<file path="src/rtl/tilemap_loader_pkg.sv">
// Shared tilemap constants: tile codes, RLE word layout and the loader state encoding.
// The collision detector and background drawer import the tile codes from here as well.
package tilemap_loader_pkg;

    localparam logic [2:0] TILE_EMPTY = 3'd0;
    localparam logic [2:0] TILE_END   = 3'd7;

    localparam int RLE_CODE_HI = 7;
    localparam int RLE_CODE_LO = 5;
    localparam int RLE_LEN_HI  = 4;
    localparam int RLE_LEN_LO  = 0;

    localparam int RAM_AW = 15;

    typedef enum logic [2:0] {
        S_IDLE,
        S_FETCH,
        S_LATCH,
        S_WRITE,
        S_FILL,
        S_FINISH
    } loader_state_t;

    function automatic logic [2:0] rle_code(input logic [7:0] word);
        return word[RLE_CODE_HI:RLE_CODE_LO];
    endfunction

    function automatic logic [4:0] rle_len(input logic [7:0] word);
        return word[RLE_LEN_HI:RLE_LEN_LO];
    endfunction

endpackage

</file>
<file path="src/rtl/tilemap_loader_if.sv">
// Control, level-ROM and tilemap-RAM write signals of the tilemap loader.
// The master side is the loader; the slave side is the system that starts it and hosts ROM/RAM.
interface tilemap_loader_if #(
    parameter int ROM_AW = 10
);
    import tilemap_loader_pkg::*;

    logic              start;
    logic [ROM_AW-1:0] rom_addr;
    logic [7:0]        rom_data;
    logic [RAM_AW-1:0] ram_address;
    logic [2:0]        ram_data;
    logic              ram_we;
    logic              busy;
    logic              done;
    logic              error;

    modport master (
        input  start, rom_data,
        output rom_addr, ram_address, ram_data, ram_we, busy, done, error
    );

    modport slave (
        output start, rom_data,
        input  rom_addr, ram_address, ram_data, ram_we, busy, done, error
    );

endinterface

</file>
<file path="src/rtl/tilemap_loader_tile_address_counter.sv">
// Row-major tile walker: x/y counters with a registered linear RAM address and a last-tile flag.
// Readers of the tilemap can reuse it to scan the map in the same order the loader fills it.
module tile_address_counter
    import tilemap_loader_pkg::*;
#(
    parameter int TILEMAP_LENGTH = 100,
    parameter int TILEMAP_HEIGHT = 15
) (
    input  logic              clock,
    input  logic              resetn,
    input  logic              clear,
    input  logic              enable,
    output logic [RAM_AW-1:0] address,
    output logic              last
);

    localparam int TOTAL = TILEMAP_LENGTH * TILEMAP_HEIGHT;
    localparam int XW    = $clog2(TILEMAP_LENGTH);
    localparam int YW    = $clog2(TILEMAP_HEIGHT);

    logic [XW-1:0] tile_x, next_x;
    logic [YW-1:0] tile_y, next_y;

    always_comb begin
        next_x = tile_x + 1'b1;
        next_y = tile_y;
        if (tile_x == XW'(TILEMAP_LENGTH - 1)) begin
            next_x = '0;
            next_y = (tile_y == YW'(TILEMAP_HEIGHT - 1)) ? '0 : tile_y + 1'b1;
        end
    end

    always_ff @(posedge clock or negedge resetn) begin
        if (!resetn) begin
            tile_x  <= '0;
            tile_y  <= '0;
            address <= '0;
        end else if (clear) begin
            tile_x  <= '0;
            tile_y  <= '0;
            address <= '0;
        end else if (enable) begin
            tile_x  <= next_x;
            tile_y  <= next_y;
            address <= RAM_AW'(next_y) * RAM_AW'(TILEMAP_LENGTH) + RAM_AW'(next_x);
        end
    end

    assign last = (address == RAM_AW'(TOTAL - 1));

endmodule

</file>
<file path="src/rtl/tilemap_loader.sv">
// Decodes a run-length-encoded level from the level ROM into the tilemap RAM, one tile per cycle.
// done pulses once every address 0..TOTAL-1 has been written; error flags overrun or ROM exhaustion.
module tilemap_loader
    import tilemap_loader_pkg::*;
#(
    parameter int TILEMAP_LENGTH = 100,
    parameter int TILEMAP_HEIGHT = 15,
    parameter int ROM_AW         = 10
) (
    input  logic               clock,
    input  logic               resetn,
    tilemap_loader_if.master   bus
);

    loader_state_t     state;
    logic [4:0]        run_cnt;
    logic              cnt_clear;
    logic              cnt_last;
    logic [RAM_AW-1:0] cnt_address;

    assign cnt_clear = (state == S_IDLE) && bus.start;

    // ram_we is high exactly in WRITE/FILL, so it doubles as the walker's step enable.
    tile_address_counter #(
        .TILEMAP_LENGTH (TILEMAP_LENGTH),
        .TILEMAP_HEIGHT (TILEMAP_HEIGHT)
    ) u_counter (
        .clock   (clock),
        .resetn  (resetn),
        .clear   (cnt_clear),
        .enable  (bus.ram_we),
        .address (cnt_address),
        .last    (cnt_last)
    );

    assign bus.ram_address = cnt_address;

    always_ff @(posedge clock or negedge resetn) begin
        if (!resetn) begin
            state        <= S_IDLE;
            run_cnt      <= '0;
            bus.rom_addr <= '0;
            bus.ram_data <= '0;
            bus.ram_we   <= 1'b0;
            bus.busy     <= 1'b0;
            bus.done     <= 1'b0;
            bus.error    <= 1'b0;
        end else begin
            bus.done <= 1'b0;
            case (state)
                S_IDLE: begin
                    if (bus.start) begin
                        state        <= S_FETCH;
                        bus.rom_addr <= '0;
                        bus.error    <= 1'b0;
                        bus.busy     <= 1'b1;
                    end
                end
                S_FETCH: state <= S_LATCH;
                S_LATCH: begin
                    run_cnt    <= rle_len(bus.rom_data);
                    bus.ram_we <= 1'b1;
                    if (rle_code(bus.rom_data) == TILE_END) begin
                        state        <= S_FILL;
                        bus.ram_data <= TILE_EMPTY;
                    end else begin
                        state        <= S_WRITE;
                        bus.ram_data <= rle_code(bus.rom_data);
                    end
                end
                S_WRITE: begin
                    run_cnt <= run_cnt - 1'b1;
                    // Map full wins over run end: a run still pending here is an overrun.
                    if (cnt_last) begin
                        state      <= S_FINISH;
                        bus.ram_we <= 1'b0;
                        bus.busy   <= 1'b0;
                        bus.done   <= 1'b1;
                        if (run_cnt != '0) bus.error <= 1'b1;
                    end else if (run_cnt == '0) begin
                        if (&bus.rom_addr) begin
                            state        <= S_FILL;
                            bus.error    <= 1'b1;
                            bus.ram_data <= TILE_EMPTY;
                        end else begin
                            state        <= S_FETCH;
                            bus.ram_we   <= 1'b0;
                            bus.rom_addr <= bus.rom_addr + 1'b1;
                        end
                    end
                end
                S_FILL: begin
                    if (cnt_last) begin
                        state      <= S_FINISH;
                        bus.ram_we <= 1'b0;
                        bus.busy   <= 1'b0;
                        bus.done   <= 1'b1;
                    end
                end
                S_FINISH: state <= S_IDLE;
                default:  state <= S_IDLE;
            endcase
        end
    end

endmodule

</file>
<file path="src/flat_wrapper.sv">
// flat-port wrapper written by rule: the top's interface ports become plain ports
module tilemap_loader_flat import tilemap_loader_pkg::*;
#(
    parameter int TILEMAP_LENGTH = 100,
    parameter int TILEMAP_HEIGHT = 15,
    parameter int ROM_AW         = 10
)
  (clock, resetn, bus_start, bus_rom_data, bus_rom_addr, bus_ram_address, bus_ram_data, bus_ram_we, bus_busy, bus_done, bus_error);
  tilemap_loader_if #(.ROM_AW(ROM_AW)) bus_i ();
  input  logic clock;
  input  logic resetn;
  input wire logic [$bits(bus_i.start)-1:0] bus_start;
  input wire logic [$bits(bus_i.rom_data)-1:0] bus_rom_data;
  output wire logic [$bits(bus_i.rom_addr)-1:0] bus_rom_addr;
  output wire logic [$bits(bus_i.ram_address)-1:0] bus_ram_address;
  output wire logic [$bits(bus_i.ram_data)-1:0] bus_ram_data;
  output wire logic [$bits(bus_i.ram_we)-1:0] bus_ram_we;
  output wire logic [$bits(bus_i.busy)-1:0] bus_busy;
  output wire logic [$bits(bus_i.done)-1:0] bus_done;
  output wire logic [$bits(bus_i.error)-1:0] bus_error;
  assign bus_i.start = bus_start;
  assign bus_i.rom_data = bus_rom_data;
  assign bus_rom_addr = bus_i.rom_addr;
  assign bus_ram_address = bus_i.ram_address;
  assign bus_ram_data = bus_i.ram_data;
  assign bus_ram_we = bus_i.ram_we;
  assign bus_busy = bus_i.busy;
  assign bus_done = bus_i.done;
  assign bus_error = bus_i.error;
  tilemap_loader #(.TILEMAP_LENGTH(TILEMAP_LENGTH), .TILEMAP_HEIGHT(TILEMAP_HEIGHT), .ROM_AW(ROM_AW)) u_core (.clock(clock), .resetn(resetn), .bus(bus_i));
endmodule
</file>
<file path="config.mk">
export PLATFORM = sky130hd
export DESIGN_NAME = tilemap_loader_flat
export DESIGN_NICKNAME = d
export VERILOG_FILES = /design/src/rtl/tilemap_loader_pkg.sv /design/src/rtl/tilemap_loader_if.sv /design/src/rtl/tilemap_loader_tile_address_counter.sv /design/src/rtl/tilemap_loader.sv /design/src/flat_wrapper.sv
export SDC_FILE = /design/constraint.sdc
export NUM_CORES = 1
export LEC_CHECK = 0
export ABC_CLOCK_PERIOD_IN_PS = 3140
export BUFFER_PORTS_ARGS = -buffer_cell sky130_fd_sc_hd__buf_4
export CORE_MARGIN = 1
export CORE_UTILIZATION = 46
export CTS_CLUSTER_DIAMETER = 200
export DETAILED_ROUTE_END_ITERATION = 16
export PLACE_DENSITY = 0.8
export SLEW_MARGIN = 20
export SYNTH_ARGS = -nofsm -noshare
export SYNTH_HDL_FRONTEND = slang
export SYNTH_SLANG_ARGS = --single-unit
</file>
<file path="constraint.sdc">
create_clock -name clock -period 3.14 [get_ports clock]
set_clock_uncertainty 0.15 [all_clocks]
set_input_delay 0.314 -clock clock [delete_from_list [all_inputs] [get_ports clock]]
set_output_delay 0.314 -clock clock [all_outputs]
set_load 0.05 [all_outputs]
</file>
Word-level counts from Yosys, hierarchy flattened
Index checks and enable logic that the tools add are counted. Widths: inputs -> output; s select.

Multiplexer cells: 42. $mul: 1. Add/sub/neg operators: 5. Reductions and logical operators: 17. Equality and inequality tests: 19.

Operators by type and width (count): $mux 10 (4); $mux 15 (2); $mux 3 (10); $mux 7 (3); $pmux 10 s2 (1); $mux 4 (4); $eq 15x11->1 const B (1); $pmux 3 s5 (1); $add 11x7->12 (1); $mux 1 (12); $add 10x1->10 const B (1); $pmux 5 s2 (1); $reduce_and 10->1 (1); $reduce_and 5->1 (2); $mul 4x5->9 const B (1); $ne 2x1->1 const B (4); $reduce_and 4->1 (2); $reduce_bool 2->1 (4); $add 7x1->7 const B (1); $eq 7x7->1 const B (1); $eq 3x2->1 const B (2); $eq 3x3->1 const B (2); $ne 2x2->1 const B (3); $ne 3x1->1 const B (2); other kinds (16) (18).

Bits of input ports: 11. Output and inout port bits: 32. Word-level logic and storage cells: 95. Bits in registers: 51.

Logic depth before layout (Yosys ltp)
Depth after elaboration: 7. Gate-level depth with buffers: 15.

Modules after synthesis
From an unflattened synthesis, not the netlist that was laid out.

Cells, all modules: 337. Area total of the unflattened synthesis: 3074.2 um^2.

By module, submodules not included: tile_address_counter (times used 1, area an instance 1667.8 um^2, cells an instance 182); tilemap_loader (times used 1, area an instance 1406.3 um^2, cells an instance 155).

Least setup slack after synthesis
No wires, ideal clock.

Path type: register to register. Start: register u_core.u_counter.tile_x[2]. End: register u_core.u_counter.address[11]. Period minus slack after synthesis: 3.430 ns. Cell stages (with the launch flop): 13. Buffers on the path: 1. Path slack: -0.290 ns. Required time: 2.912 ns. Arrival time: 3.202 ns. Library setup time: 0.078 ns. Cell sequence: dfrtp_1 clkbuf_1 nor3_1 nand4_1 a21oi_1 inv_1 ha_1 ha_1 fa_1 xor2_1 o2111ai_1 or3_1 a21oi_1.

Cells in the longest elaborated chain, start to end: 6. Elaborated cells between the ends (all ways): 8.

RTL lines: start: declaration (line tilemap_loader_tile_address_counter.sv:21) `logic [XW-1:0] tile_x, next_x;`; start signal: assignment (line tilemap_loader_tile_address_counter.sv:43) `tile_x <= next_x;`; $eq 7x7->1 (line tilemap_loader_tile_address_counter.sv:27) `if (tile_x == XW'(TILEMAP_LENGTH - 1)) begin`; $mux 4 (line tilemap_loader_tile_address_counter.sv:27); $mul 4x5->9 (line tilemap_loader_tile_address_counter.sv:45) `address <= RAM_AW'(next_y) * RAM_AW'(TILEMAP_LENGTH) + RAM_AW'(next_x);`; $add 11x7->12 * (line tilemap_loader_tile_address_counter.sv:45); $mux 15 * (line tilemap_loader_tile_address_counter.sv:42) `end else if (enable) begin`; $mux 15 * (line tilemap_loader_tile_address_counter.sv:38) `end else if (clear) begin`; end signal: assignment (line tilemap_loader_tile_address_counter.sv:45); end: declaration (line tilemap_loader_tile_address_counter.sv:13) `output logic [RAM_AW-1:0] address,`.

Every way passes the cells marked *; elsewhere a longest branch is shown, timed or not. The select of a mux whose other input is x is not followed. A chain may end at the register's enable or synchronous reset.

Worst setup path in the final report
Start: register u_core.u_counter.tile_x[4]. End: register u_core.u_counter.address[11].

The elaborated chain is that of the path after synthesis.

==> flow_metrics.py <==
metrics = {
    "outcome": {
        "status": "finished with violations",
        "violations": "negative setup slack",
    },
    "timing": {
        "worst_pin_slew_ns": 0.727,
        "fin_crit_sh_pct": 104,
        "final-hold-violation-count": 0,
        "max_slew_margin_pct": 51.1,
        "layout_min_cycle_time_ns": 3.27,
        "final-setup-viol-count": 4,
        "worst_slack_ns": -0.130,
        "rsz0062_at_grt": "true",
        "drv_slew": 0,
        "timing.fmax_mhz": 306,
    },
    "yosys": {
        "ys_seq_elements": 46,
        "syn_area_per_cell_um2": 9.16,
        "synth-simple-area-share_pct": 23.7,
        "synth_top_family_by_area": "simple AND/OR/NAND/NOR gates",
        "netlist_area_um2": 3040,
        "ys_warn_count": 0,
        "syn_inst": 332,
        "synth-xor-area-share_pct": 4.03,
        "muxShareOfSynthArea_pct": 4.07,
        "ys_seq_area_share_pct": 37.9,
        "synth_compound_area_share_pct": 15.9,
        "ys_types": 60,
        "synthAdderAreaFrac_pct": 9.55,
        "synthArstFlopShare_pct": 100,
        "synth_flop_cell": "dfrtp_1",
        "synth_edf_count": 0,
    },
    "global_route": {
        "grt_pass1_vias": 2702,
        "gr-max-usage-layer": "met2",
        "overflow": 0,
        "grt.met1_usage_pct": 26.3,
        "grt.total_usage_pct": 21.3,
        "grt_pass1_wl_mm": 12.2,
        "grt_max_degree": 47,
        "globalRouteMet3Util_pct": 3.78,
        "use_met2_pct": 37.4,
        "antenna_found_initial": 0,
    },
    "pwr": {
        "p_leak_nw": 1.67,
        "power_density_nw_per_um2": 1240,
        "p_total_w": 0.00475,
        "ir_worst_vdd_mv": 0.665,
    },
    "cts": {
        "root_buffer": "clkbuf_8",
        "cts_buffer_depth": 2,
        "cts_tree": "built",
        "cts_made_buffers": 5,
        "insertion_delay_ns": 0.30,
        "htreeDepth": 2,
        "clk_transition_reported_paths_ns": 0.10,
        "clock-sinks": 46,
    },
    "floorplan": {
        "dieArea_um2": 6940,
        "ios": 43,
        "fp.dieH_um": 83.3,
        "initial_utilization_pct": 47.9,
        "core_um2": 6350,
        "die_w_um": 83.3,
        "num_rows": 29,
    },
    "placement": {
        "io_buffer_count": 39,
        "gp_congestion": 0.885,
        "dp.final_hpwl_mm": 5.03,
    },
    "critical_path": {
        "crit_required_ns": 3.22,
        "cp_cell_sequence": "nor3_4 -> and4_4 -> mux2_4 -> ha_4 -> ha_4 -> fa_2 -> a21oi_4 -> xnor2_2 -> nand2_1 -> or3_1 -> a21oi_1",
        "path_delay_family": "simple AND/OR/NAND/NOR gates",
        "max_stage_delay_ns": 0.46,
        "crit_top_cell": "ha_4",
        "cp.arrival_ns": 3.35,
        "startpoint_type": "flip-flop",
        "worstSetupPathType": "reg2reg",
        "reg2reg_depth": 11,
        "cp_max_fo": 4,
        "crit_start": "u_core.u_counter.tile_x[4]",
        "path_depth": 11,
        "end_kind": "flip-flop",
        "cp_slowest_cell": "fa_2",
        "worst-path-buf-inv": 0,
        "rr_startpoint": "u_core.u_counter.tile_x[4]",
    },
    "layout": {
        "multiInputGateArea_um2": 1900,
        "area_growth_pct": 25.8,
        "area.sequential_um2": 1150,
        "final_common_cell": "buf_4",
        "fin_util_pct": 60.2,
        "finalNetCount": 424,
        "mostFrequentLayoutCells": "buf_4, dfrtp_1, nor2_1, nand2_1, a21oi_1",
        "diodes": 0,
        "n_fill_cell": 526,
        "layout-drive-gt1-share_pct": 27.3,
    },
    "route": {
        "postRouteWirelength_mm": 7.33,
        "dr.first_iter.drc_count": 142,
        "ant_nets": 0,
        "routedWlPerCell_um": 15.6,
        "drc": 0,
        "vias": 2727,
        "dr.pass1.iters": 5,
        "viasPerCell": 5.81,
    },
    "run": {
        "cap_violations": 0,
    },
    "worst_hold_path": {
        "hold_depth": 3,
        "hp-start": "bus_rom_data[1]",
        "min_path_type": "in2reg",
    },
}
-- power breakdown --
part	leakage [nW]	switching [W]	internal, W
clock	0.0504	0.000211	0.000237
sequential	0.559	0.000244	0.000828
combinational	1.07	0.00185	0.00138
total	1.67	0.00231	0.00244
-- routing by layer --
layer	part of all wire, %	vias up
met4	2.4	0
met3	4.0	13
met2	51	75
li1	-	1313
met1	43	1326
met5	0	-
-- state kept, by name (all words and copies together), names as in the netlist --
register	cells
u_core.bus.ram_we	1
u_core.bus.done	1
u_core.u_counter.tile_x	7
u_core.bus.ram_data	3
u_core.u_counter.tile_y	4
u_core.bus.rom_addr	10
u_core.bus.busy	1
u_core.u_counter.address	10
u_core.bus.error	1
u_core.state	3
u_core.run_cnt	5
-- metrics by stage --
stage,hold WS (ns),instances,area [um^2],setup WS (ns),TNS [ns]
after floorplan,-0.132,334,3130,0.00415,0
after global placement,0.203,455,3590,-0.0381,-0.0682
after detailed placement,0.207,455,3590,-0.215,-0.550
after CTS,0.104,465,3740,-0.0718,-0.178
after global routing,0.132,469,3820,-0.286,-0.934
final,0.107,469,3820,-0.130,-0.280
-- final timing paths --
check	to	slack, ns
max	u_core.u_counter.address[11]	-0.13
min	u_core.run_cnt[1]	0.11
max reg2reg	u_core.u_counter.address[11]	-0.13
min reg2reg	u_core.bus.error	0.34
max in group asynchronous	u_core.bus.ram_data[0]	2.04
min in group asynchronous	u_core.bus.rom_addr[1]	0.40
-- what timing repair did --
item,CTS,global route
cloned,0,0
endpoints found under the hold margin,46,0
setup buffers,1,4
resized for setup,5,12
hold buffers,1,0
endpoints found under the setup margin,4,6
pin swaps,7,11
-- layout make-up --
class	instances	area share [%]
clock buffers	5	1.80
clock inverters	3	1.18
inverters	10	0.981
multi-input cells	259	49.6
flip-flops and latches	46	30.1
well taps	77	2.52
repair buffers	69	13.8
-- tightest hold or removal path, cell delays in order --
cell      delay, ns
buf_4          0.08
o211ai_1       0.06
o21ai_0        0.07
-- Yosys cell counts, drive strengths merged (2+ instances only) --
cell	instances	area (um^2)
a211oi	5	37.5
a21boi	2	15.0
a21o	2	15.0
a21oi	22	110
a32o	3	30.0
and2	2	13.8
and3	4	25.0
and4	2	17.5
buf	12	81.3
clkbuf	7	26.3
dfrtp	46	1150
fa	2	40.0
ha	20	250
inv	9	33.8
mux2	3	33.8
mux2i	9	90.1
nand2	27	101
nand2b	6	37.5
nand3	17	85.1
nand3b	3	22.5
nand4	6	52.6
nand4b	2	17.5
nor2	31	116
nor2b	4	25.0
nor3	10	50.1
nor3b	2	15.0
nor4	2	12.5
nor4b	2	38.8
o211ai	4	30.0
o21a	3	22.5
o21ai	21	105
o22ai	5	31.3
or3	4	26.3
or4	3	26.3
xnor2	7	61.3
xor2	7	61.3
-- kinds of logic after synthesis --
| group | after synthesis |
|---|---|
| simple gates | 131 |
| compound gates | 77 |
| flops | 46 |
| buf+inv | 29 |
| fa+ha+maj | 22 |
| xor+xnor | 14 |
| mux | 12 |
| other cells | 1 |
(Power assumes the default switching activity.)
